[config.mk]
export PLATFORM = sky130hd
export DESIGN_NAME = rv_iommu_mem_rd_arb
export DESIGN_NICKNAME = d
export VERILOG_FILES = /design/src/rtl/rv_iommu_mem_rd_arb.sv
export SDC_FILE = /design/constraint.sdc
export NUM_CORES = 1
export LEC_CHECK = 0
export CORE_AREA = 2 2 204 206
export DETAILED_ROUTE_END_ITERATION = 7
export DIE_AREA = 0 0 206 208
export PLACE_DENSITY_LB_ADDON = 0.25
export RECOVER_POWER = 50
export SLEW_MARGIN = 5
export SYNTH_ARGS = -nofsm -noshare
export SYNTH_HDL_FRONTEND = slang
export SYNTH_SLANG_ARGS = --single-unit
[constraint.sdc]
create_clock -name clk_i -period 2.5 [get_ports clk_i]
set_input_delay 0.75 -clock clk_i [delete_from_list [all_inputs] [get_ports clk_i]]
set_output_delay 0.75 -clock clk_i [all_outputs]
set_load 0.01 [all_outputs]
[src/rtl/rv_iommu_mem_rd_arb.sv]
`default_nettype none
// ============================================================================
// Module   : rv_iommu_mem_rd_arb
// Brief    : Round-robin arbiter sharing one AXI-style read port among the
//            IOMMU read requesters, one outstanding burst at a time.
// Revision : 1.0 - initial release
// ============================================================================
module rv_iommu_mem_rd_arb #(
    parameter int N_REQ      = 4,
    parameter int ADDR_WIDTH = 64,
    parameter int DATA_WIDTH = 64,
    parameter int IDW        = (N_REQ > 1) ? $clog2(N_REQ) : 1
) (
    input  logic                        clk_i,
    input  logic                        rst_ni,

    input  logic [N_REQ-1:0]            req_valid_i,
    output logic [N_REQ-1:0]            req_ready_o,
    input  logic [N_REQ*ADDR_WIDTH-1:0] req_addr_i,
    input  logic [N_REQ*8-1:0]          req_len_i,

    output logic [N_REQ-1:0]            rsp_valid_o,
    input  logic [N_REQ-1:0]            rsp_ready_i,
    output logic [DATA_WIDTH-1:0]       rsp_data_o,
    output logic                        rsp_last_o,
    output logic                        rsp_err_o,

    output logic                        ar_valid_o,
    input  logic                        ar_ready_i,
    output logic [ADDR_WIDTH-1:0]       ar_addr_o,
    output logic [7:0]                  ar_len_o,
    output logic [IDW-1:0]              ar_id_o,

    input  logic                        r_valid_i,
    output logic                        r_ready_o,
    input  logic [DATA_WIDTH-1:0]       r_data_i,
    input  logic [1:0]                  r_resp_i,
    input  logic                        r_last_i,
    input  logic [IDW-1:0]              r_id_i,

    output logic                        busy_o
);

    localparam int C_PW  = (N_REQ > 1) ? $clog2(N_REQ) : 1;
    localparam int C_PW1 = C_PW + 1;

    typedef enum logic [1:0] {
        ST_IDLE = 2'd0,
        ST_ADDR = 2'd1,
        ST_DATA = 2'd2
    } state_t;

    state_t                r_state;
    logic [C_PW-1:0]       r_rr_ptr;
    logic [C_PW-1:0]       r_owner;
    logic [ADDR_WIDTH-1:0] r_addr;
    logic [7:0]            r_len;

    logic                  w_idle;
    logic                  w_in_data;
    logic                  w_found;
    logic [C_PW-1:0]       w_winner;
    logic [C_PW-1:0]       w_idx;
    logic [C_PW1-1:0]      w_sum;
    logic [ADDR_WIDTH-1:0] w_win_addr;
    logic [7:0]            w_win_len;
    logic [C_PW-1:0]       w_next_ptr;
    logic                  w_unused_resp0;

    assign w_idle         = (r_state == ST_IDLE);
    assign w_in_data      = (r_state == ST_DATA);
    assign w_unused_resp0 = r_resp_i[0];

    // Walk downward so the lowest rotated offset (closest to rr_ptr) wins.
    always_comb begin
        w_found  = 1'b0;
        w_winner = '0;
        w_sum    = '0;
        w_idx    = '0;
        for (int i = N_REQ - 1; i >= 0; i--) begin
            w_sum = {1'b0, r_rr_ptr} + C_PW1'(i);
            if (w_sum >= C_PW1'(N_REQ)) begin
                w_sum = w_sum - C_PW1'(N_REQ);
            end
            w_idx = w_sum[C_PW-1:0];
            if (req_valid_i[w_idx]) begin
                w_found  = 1'b1;
                w_winner = w_idx;
            end
        end
    end

    always_comb begin
        w_win_addr = '0;
        w_win_len  = '0;
        for (int k = 0; k < N_REQ; k++) begin
            if (w_winner == C_PW'(k)) begin
                w_win_addr = req_addr_i[k*ADDR_WIDTH +: ADDR_WIDTH];
                w_win_len  = req_len_i[k*8 +: 8];
            end
        end
    end

    assign w_next_ptr = (r_owner == C_PW'(N_REQ - 1)) ? '0 : r_owner + 1'b1;

    // Grant is gated by rst_ni so nothing is acknowledged while reset is held.
    always_comb begin
        req_ready_o = '0;
        rsp_valid_o = '0;
        for (int k = 0; k < N_REQ; k++) begin
            req_ready_o[k] = rst_ni & w_idle & w_found & (w_winner == C_PW'(k));
            rsp_valid_o[k] = w_in_data & r_valid_i & (r_owner == C_PW'(k));
        end
    end

    assign r_ready_o  = w_in_data & rsp_ready_i[r_owner];
    assign rsp_data_o = w_in_data ? r_data_i : '0;
    assign rsp_last_o = w_in_data & r_last_i;
    assign rsp_err_o  = w_in_data & (r_resp_i[1] | (r_id_i != IDW'(r_owner)));

    assign ar_valid_o = (r_state == ST_ADDR);
    assign ar_addr_o  = r_addr;
    assign ar_len_o   = r_len;
    assign ar_id_o    = IDW'(r_owner);
    assign busy_o     = ~w_idle;

    always_ff @(posedge clk_i or negedge rst_ni) begin
        if (!rst_ni) begin
            r_state  <= ST_IDLE;
            r_rr_ptr <= '0;
            r_owner  <= '0;
            r_addr   <= '0;
            r_len    <= '0;
        end else begin
            case (r_state)
                ST_IDLE: begin
                    if (w_found) begin
                        r_addr  <= w_win_addr;
                        r_len   <= w_win_len;
                        r_owner <= w_winner;
                        r_state <= ST_ADDR;
                    end
                end
                ST_ADDR: begin
                    if (ar_ready_i) begin
                        r_state <= ST_DATA;
                    end
                end
                ST_DATA: begin
                    if (r_valid_i && r_ready_o && r_last_i) begin
                        r_state  <= ST_IDLE;
                        r_rr_ptr <= w_next_ptr;
                    end
                end
                default: r_state <= ST_IDLE;
            endcase
        end
    end

endmodule
`default_nettype wire

==> results of run 1 <==
==> cell families (layout without fill, tap and decap cells) <==
| group | count (synthesis) | in the layout | share of synthesized area |
|---|---|---|---|
| other | 0 | 1 | 0 |
| and+or+nand+nor | 197 | 197 | 0.190 |
| DFF | 78 | 78 | 0.352 |
| adders and majority gates | 4 | 4 | 0.00902 |
| muxes | 112 | 112 | 0.204 |
| AOI/OAI and AO/OA | 121 | 121 | 0.174 |
| buffers and inverters | 61 | 600 | 0.0681 |
| xor gates and xnor gates | 2 | 2 | 0.00316 |
==> power by group through the flow <==
stage	clock network (mW)	logic, mW	registers [mW]
after global routing	1.61	7.33	2.33
after CTS	1.56	7.03	2.27
final	1.48	6.76	2.24
after floorplan	0	3.06	2.52
after global placement	0	7.14	2.27
after detailed placement	0	7.14	2.28
==> synthesized netlist by cell type (5+ instances only) <==
cell / instances / area [sq um]
mux2i_1: 110 / 1100
dfrtp_1: 78 / 1950
and2_1: 68 / 425
a211oi_1: 64 / 480
nand2_1: 42 / 158
and3_1: 38 / 238
o221ai_1: 38 / 333
nor2_1: 37 / 139
clkbuf_1: 35 / 131
buf_2: 6 / 30.0
buf_12: 5 / 100
inv_1: 5 / 18.8
==> per-stage QoR <==
| step | instances | setup TNS, ns | power (mW) | cell area (sq um) |
|---|---|---|---|---|
| after floorplan | 575 | -0.330 | 5.58 | 5580 |
| after global placement | 1628 | -58.95 | 9.41 | 11700 |
| after detailed placement | 1628 | -61.92 | 9.42 | 11700 |
| after CTS | 1645 | -0.756 | 10.9 | 12000 |
| after global routing | 1646 | -4.85 | 11.3 | 11800 |
| final | 1647 | -0.988 | 10.5 | 11800 |
==> worst min path at each step <==
stage | startpoint | endpoint | slack, ns
floorplan | rst_ni | ar_addr_o[0] | 0.45
global placement | ar_len_o[0] | ar_len_o[0] | 0.47
detailed placement | ar_addr_o[20] | ar_addr_o[20] | 0.47
CTS | rst_ni | ar_addr_o[18] | 0.47
global route | rst_ni | ar_addr_o[41] | 0.48
finish | rst_ni | ar_addr_o[41] | 0.47
==> what timing repair did <==
item                       in CTS  in global routing
pin swaps                       7                  4
resized for setup             153                132
buffers inserted                2                  0
hold buffers                    0                  0
setup endpoints to repair     147                 89
gates cloned                    0                  2
==> final cells by class <==
cell class | instances | area [sq um]
sequential | 78 | 1950
tap | 532 | 666
fill | 4311 | 28800
antenna | 1 | 2.50
clock buffer | 10 | 229
multi-input combinational | 436 | 3310
inverter | 5 | 18.8
timing repair buffer | 580 | 5530
clock inverter | 5 | 85.1
==> per-layer routing <==
| layer | part of all wire | vias to the layer above |
|---|---|---|
| met5 | 0 | - |
| met4 | 0.019 | 0 |
| met3 | 0.065 | 17 |
| met2 | 0.55 | 286 |
| met1 | 0.36 | 3143 |
| li1 | - | 3192 |
==> sequential cells by signal (all words and copies together), names as in the netlist <==
| register | flops |
|---|---|
| ar_addr_o | 64 |
| r_state | 2 |
| r_rr_ptr | 2 |
| ar_id_o | 2 |
| ar_len_o | 8 |
==> load_flow_metrics.sql, run 1 <==
INSERT INTO impl_metrics (metric_group, metric, value, unit) VALUES
('logic_synthesis', 'synthesis.instances', '575', ''),
('finish', 'most_common_cell_after_layout_fill_and_taps_aside', 'clkdlybuf4s50_1', ''),
('power', 'clock_power_share', '0.141', ''),
('global_routing', 'grt_pass1_vias', '6805', ''),
('power', 'seq_power_share', '0.214', ''),
('floorplanning', 'core_area', '40600', 'sq um'),
('clocking', 'clk_root_buffer_cell', 'clkbuf_16', ''),
('floorplanning', 'die_area', '42800', 'sq um'),
('worst_setup_path', 'timing.rr.start', 'r_state[1]', ''),
('sta', 'slew_viol_final', '0', ''),
('logic_synthesis', 'post_synth_edffs', '0', ''),
('route', 'drt_iter0_drc', '178', ''),
('worst_setup_path', 'crit_buf_inv', '2', ''),
('floorplanning', 'boundaryPins', '520', ''),
('finish', 'commonest_cells_after_routing_fill_and_taps_aside', '385 x clkdlybuf4s50_1, 110 x mux2i_1, 78 x dfrtp_1', ''),
('global_routing', 'top_usage_layer', 'met2', ''),
('worst_setup_path', 'worstSetupEndpointType', 'output pin', ''),
('worst_setup_path', 'worst_r2r_endpoint', 'ar_addr_o[32]', ''),
('route', 'post_drt_via_cell_ratio', '4.03', ''),
('sta', 'hold_viol_final', '0', ''),
('worst_setup_path', 'path_cells', 'buf_6 -> nor2b_4 -> or4_4 -> and2_4 -> nor3b_4 -> buf_6', ''),
('global_routing', 'wire_length_of_the_first_global_routing_pass', '44000', 'microns'),
('worst_setup_path', 'critical_path_arrival', '1.95', 'ns'),
('sta', 'worst-slew-pin-transition', '1.07', 'ns'),
('sta', 'rsz0062_at_grt', 'yes', ''),
('power', 'leakage_power_figure', '4.94', 'nW'),
('sta', 'finalCritPeriodShare', '1.08', ''),
('clocking', 'cts.htree.levels', '3', ''),
('worst_setup_path', 'cpMaxStageDelayCell', 'or4_4', ''),
('sta', 'endpoints_failing_setup', '13', ''),
('sta', 'post-route-worst-setup-slack', '-0.199', 'ns'),
('placement', 'port-buffer-count', '518', ''),
('logic_synthesis', 'synth_area', '5550', 'sq um'),
('finish', 'post_route_cells_drive_above_1_share', '0.162', ''),
('logic_synthesis', 'synth-main-ff-cell', 'dfrtp_1', ''),
('worst_setup_path', 'timing.setup.critical_path_class', 'input pin to output pin', ''),
('global_routing', 'grtUsageMet3', '0.0277', ''),
('run_status', 'outcome', 'finished with violations', ''),
('floorplanning', 'die_h', '208', 'microns'),
('worst_setup_path', 'worst-path-stages', '6', ''),
('power', 'vdd.ir_drop.worst', '0.291', 'mV'),
('finish', 'area_delta_synth_final', '112', '%'),
('floorplanning', 'die-width', '206', 'microns'),
('finish', 'finalNetCount', '1483', ''),
('worst_setup_path', 'timing.critical_path.fanout_max', '4', ''),
('global_routing', 'grt_use_met2', '0.278', ''),
('worst_setup_path', 'setup.worst_path.start_class', 'input pin', ''),
('route', 'route.antenna.remaining_nets', '0', ''),
('global_routing', 'antenna_found_initial', '0', ''),
('logic_synthesis', 'postSynthRegisterBits', '78', ''),
('worst_setup_path', 'critPathMaxStageDelay', '0.48', 'ns'),
('run_status', 'failed_checks', 'negative setup slack', ''),
('worst_setup_path', 'worst_path_most_repeated_cell', 'buf_6', ''),
('floorplanning', 'placement_row_count', '74', ''),
('route', 'dr_drc_count', '0', ''),
('finish', 'final_core_utilization', '0.291', ''),
('route', 'wl_per_cell', '18.9', 'microns'),
('placement', 'gp_congestion', '0.788', ''),
('clocking', 'clk_latency', '0.36', 'ns'),
('worst_setup_path', 'worst_setup_path_endpoint', 'req_ready_o[1]', ''),
('power', 'power.net_switching', '4.21', 'mW'),
('worst_setup_path', 'r2r_slack', '-0.02', 'ns'),
('min_path', 'worst_hold_path_type', 'input pin to asynchronous set/reset pin', ''),
('job', 'number_of_max_cap_violations', '0', ''),
('global_routing', 'grt.total_usage', '0.139', ''),
('clocking', 'cts.clk_slew.worst_paths', '0.07', 'ns'),
('route', 'firstDrtPassIters', '4', ''),
('sta', 'whs', '0.468', 'ns'),
('global_routing', 'grt_start_max_net_pins', '53', ''),
('clocking', 'cts_tree', 'done', ''),
('global_routing', 'gr-usage-met1', '0.144', '');
Power figures use the tool's default switching activity.
==> inputs of run 2 (changes only) <==
Settings changed: CORE_AREA 2 2 204 206 to 10 10 195 197, DIE_AREA 0 0 206 208 to 0 0 205 207, GPL_ROUTABILITY_DRIVEN set to 0.
==> load_flow_metrics.sql, run 2 (synthesis gave the netlist of run 1 again) <==
INSERT INTO impl_metrics (metric_group, metric, value, unit) VALUES
('sta', 'slew_viol_final', '0', ''),
('sta', 'hold_viol_final', '0', ''),
('finish', 'final_core_utilization', '0.348', ''),
('clocking', 'cts_buffers', '9', ''),
('sta', 'finalCritPeriodShare', '1.08', ''),
('sta', 'worst-slew-pin-transition', '1.25', 'ns'),
('power', 'vdd.ir_drop.worst', '0.527', 'mV'),
('finish', 'post_route_cells_drive_above_1_share', '0.139', ''),
('clocking', 'cts_tree', 'done', ''),
('worst_setup_path', 'critical_path_arrival', '1.95', 'ns'),
('route', 'route.antenna.remaining_nets', '0', ''),
('placement', 'placed_area', '11600', 'sq um'),
('finish', 'commonest_cells_after_routing_fill_and_taps_aside', '379 x clkdlybuf4s50_1, 110 x mux2i_1, 78 x dfrtp_1', ''),
('sta', 'post-route-worst-setup-slack', '-0.204', 'ns'),
('finish', 'most_common_cell_after_layout_fill_and_taps_aside', 'clkdlybuf4s50_1', ''),
('floorplanning', 'die_area', '42400', 'sq um'),
('finish', 'largest_register_ff_count', '64', ''),
('sta', 'worst_slew_margin_rel', '0.169', ''),
('finish', 'area_delta_synth_final', '114', '%'),
('min_path', 'worst_hold_path_type', 'input pin to asynchronous set/reset pin', ''),
('floorplanning', 'initial_utilization', '0.163', ''),
('global_routing', 'grt.total_usage', '0.156', ''),
('global_routing', 'grt_start_max_net_pins', '46', ''),
('placement', 'place.detailed.hpwl', '28600', 'microns'),
('power', 'total_power', '10.6', 'mW'),
('clocking', 'cts.htree.levels', '3', ''),
('power', 'power_per_cell_area', '891', 'nW/um^2'),
('global_routing', 'antenna_found_initial', '0', ''),
('sta', 'period_minus_slack', '2.70', 'ns'),
('placement', 'port-buffer-count', '518', ''),
('global_routing', 'grt_pass1_vias', '7336', ''),
('job', 'number_of_max_cap_violations', '0', ''),
('route', 'firstDrtPassIters', '4', ''),
('worst_setup_path', 'worstSetupEndpointType', 'output pin', ''),
('floorplanning', 'placement_row_count', '68', ''),
('clocking', 'clk_root_buffer_cell', 'clkbuf_16', ''),
('finish', 'final_area', '11900', 'sq um'),
('floorplanning', 'die-width', '205', 'microns'),
('clocking', 'cts.clk_slew.worst_paths', '0.07', 'ns'),
('placement', 'pre_cts_ws', '-1.03', 'ns'),
('route', 'post_drt_via_cell_ratio', '4.24', ''),
('worst_setup_path', 'setup.worst_path.start_class', 'input pin', ''),
('sta', 'final.setup_skew', '0.00786', 'ns'),
('power', 'leakage_power_figure', '4.99', 'nW'),
('run_status', 'outcome', 'finished with violations', ''),
('global_routing', 'overflow', '0', ''),
('route', 'drt_iter0_drc', '252', ''),
('floorplanning', 'die_h', '207', 'microns'),
('floorplanning', 'boundaryPins', '520', ''),
('run_status', 'failed_checks', 'negative setup slack', ''),
('worst_setup_path', 'timing.critical_path.fanout_max', '4', ''),
('clocking', 'cts_sinks', '78', ''),
('sta', 'endpoints_failing_setup', '70', ''),
('finish', 'finalNetCount', '1482', ''),
('worst_setup_path', 'data_required_critical_path', '1.75', 'ns'),
('route', 'route.final.wire_length', '35100', 'microns'),
('clocking', 'ctsLongestPathBuffers', '2', ''),
('global_routing', 'wire_length_of_the_first_global_routing_pass', '49900', 'microns'),
('clocking', 'clk_latency', '0.35', 'ns'),
('worst_setup_path', 'timing.setup.critical_path_class', 'input pin to output pin', ''),
('route', 'dr_drc_count', '0', ''),
('route', 'wl_per_cell', '22.4', 'microns'),
('sta', 'max_freq', '370', 'MHz'),
('sta', 'rsz0062_at_grt', 'yes', ''),
('finish', 'number_of_antenna_diodes', '0', ''),
('route', 'dr_total_vias', '6657', ''),
('floorplanning', 'core_area', '34100', 'sq um');
-- run 2: changes by cell type in the layout (fill, tap and decap cells not counted), moves of 7 or more --
cell             delta
clkbuf_2           -45
clkdlybuf4s15_1    +14
dlygate4sd3_1       +8
buf_4               +7
dlygate4sd2_1       +7
-- run 2: per-stage QoR --
stage	hold WS (ns)	instances	TNS [ns]
6_report	0.472	1569	-5.76
5_1_grt	0.507	1569	-11.67
4_1_cts	0.467	1566	-1.20
3_5_place_dp	0.474	1543	-62.97
3_3_place_gp	0.471	1543	-61.20
2_1_floorplan	0.454	575	-0.330
-- run 2: critical path, cell delays in order --
cell and delay (ns):
buf_6 0.09, nor2b_4 0.11, or4_4 0.50, and2_4 0.19, nor3b_4 0.15, buf_2 0.16
-- run 2: final timing paths --
check / endpoint / start / depth (start not counted) / slack (ns)
setup reg to reg: ar_addr_o[25] / r_state[1] / 7 / 0.18
max in group asynchronous: ar_addr_o[62] / rst_ni / 3 / 0.46
setup / recovery: req_ready_o[1] / req_valid_i[2] / 6 / -0.20
hold / removal: ar_addr_o[19] / rst_ni / 2 / 0.47
min in group clk_i: ar_addr_o[63] / ar_addr_o[63] / 2 / 0.48
hold reg to reg: ar_addr_o[63] / ar_addr_o[63] / 2 / 0.48
-- run 2: where the power goes --
group | switching, mW | internal [mW] | leakage, nW
logic | 3.35 | 3.54 | 3.92
clock network | 0.569 | 0.901 | 0.157
registers | 0.331 | 1.90 | 0.918
total | 4.25 | 6.34 | 4.99
-- run 2: routing by layer --
metal	wire, microns	global-route usage	vias to the layer above
li1	-	-	3187
met1	12200	0.148	3160
met2	19300	0.305	287
met3	2710	0.0476	23
met4	958	0.0533	0
met5	0	0	-
-- run 2: timing repair --
item                       4_1_cts  5_1_grt
resized for setup              209       52
gates cloned                     1        1
hold buffers                     0        0
setup endpoints to repair      140       77
pin swaps                        5        2
buffers inserted                 6        2
-- run 2: layout make-up --
class | instances | area [sq um]
multi-input cells | 436 | 3310
flip-flops and latches | 78 | 1950
clock buffers | 12 | 246
fillers | 3487 | 22200
repair buffers | 579 | 5710
inverters | 5 | 18.8
well taps | 455 | 569
clock inverters | 4 | 70.1
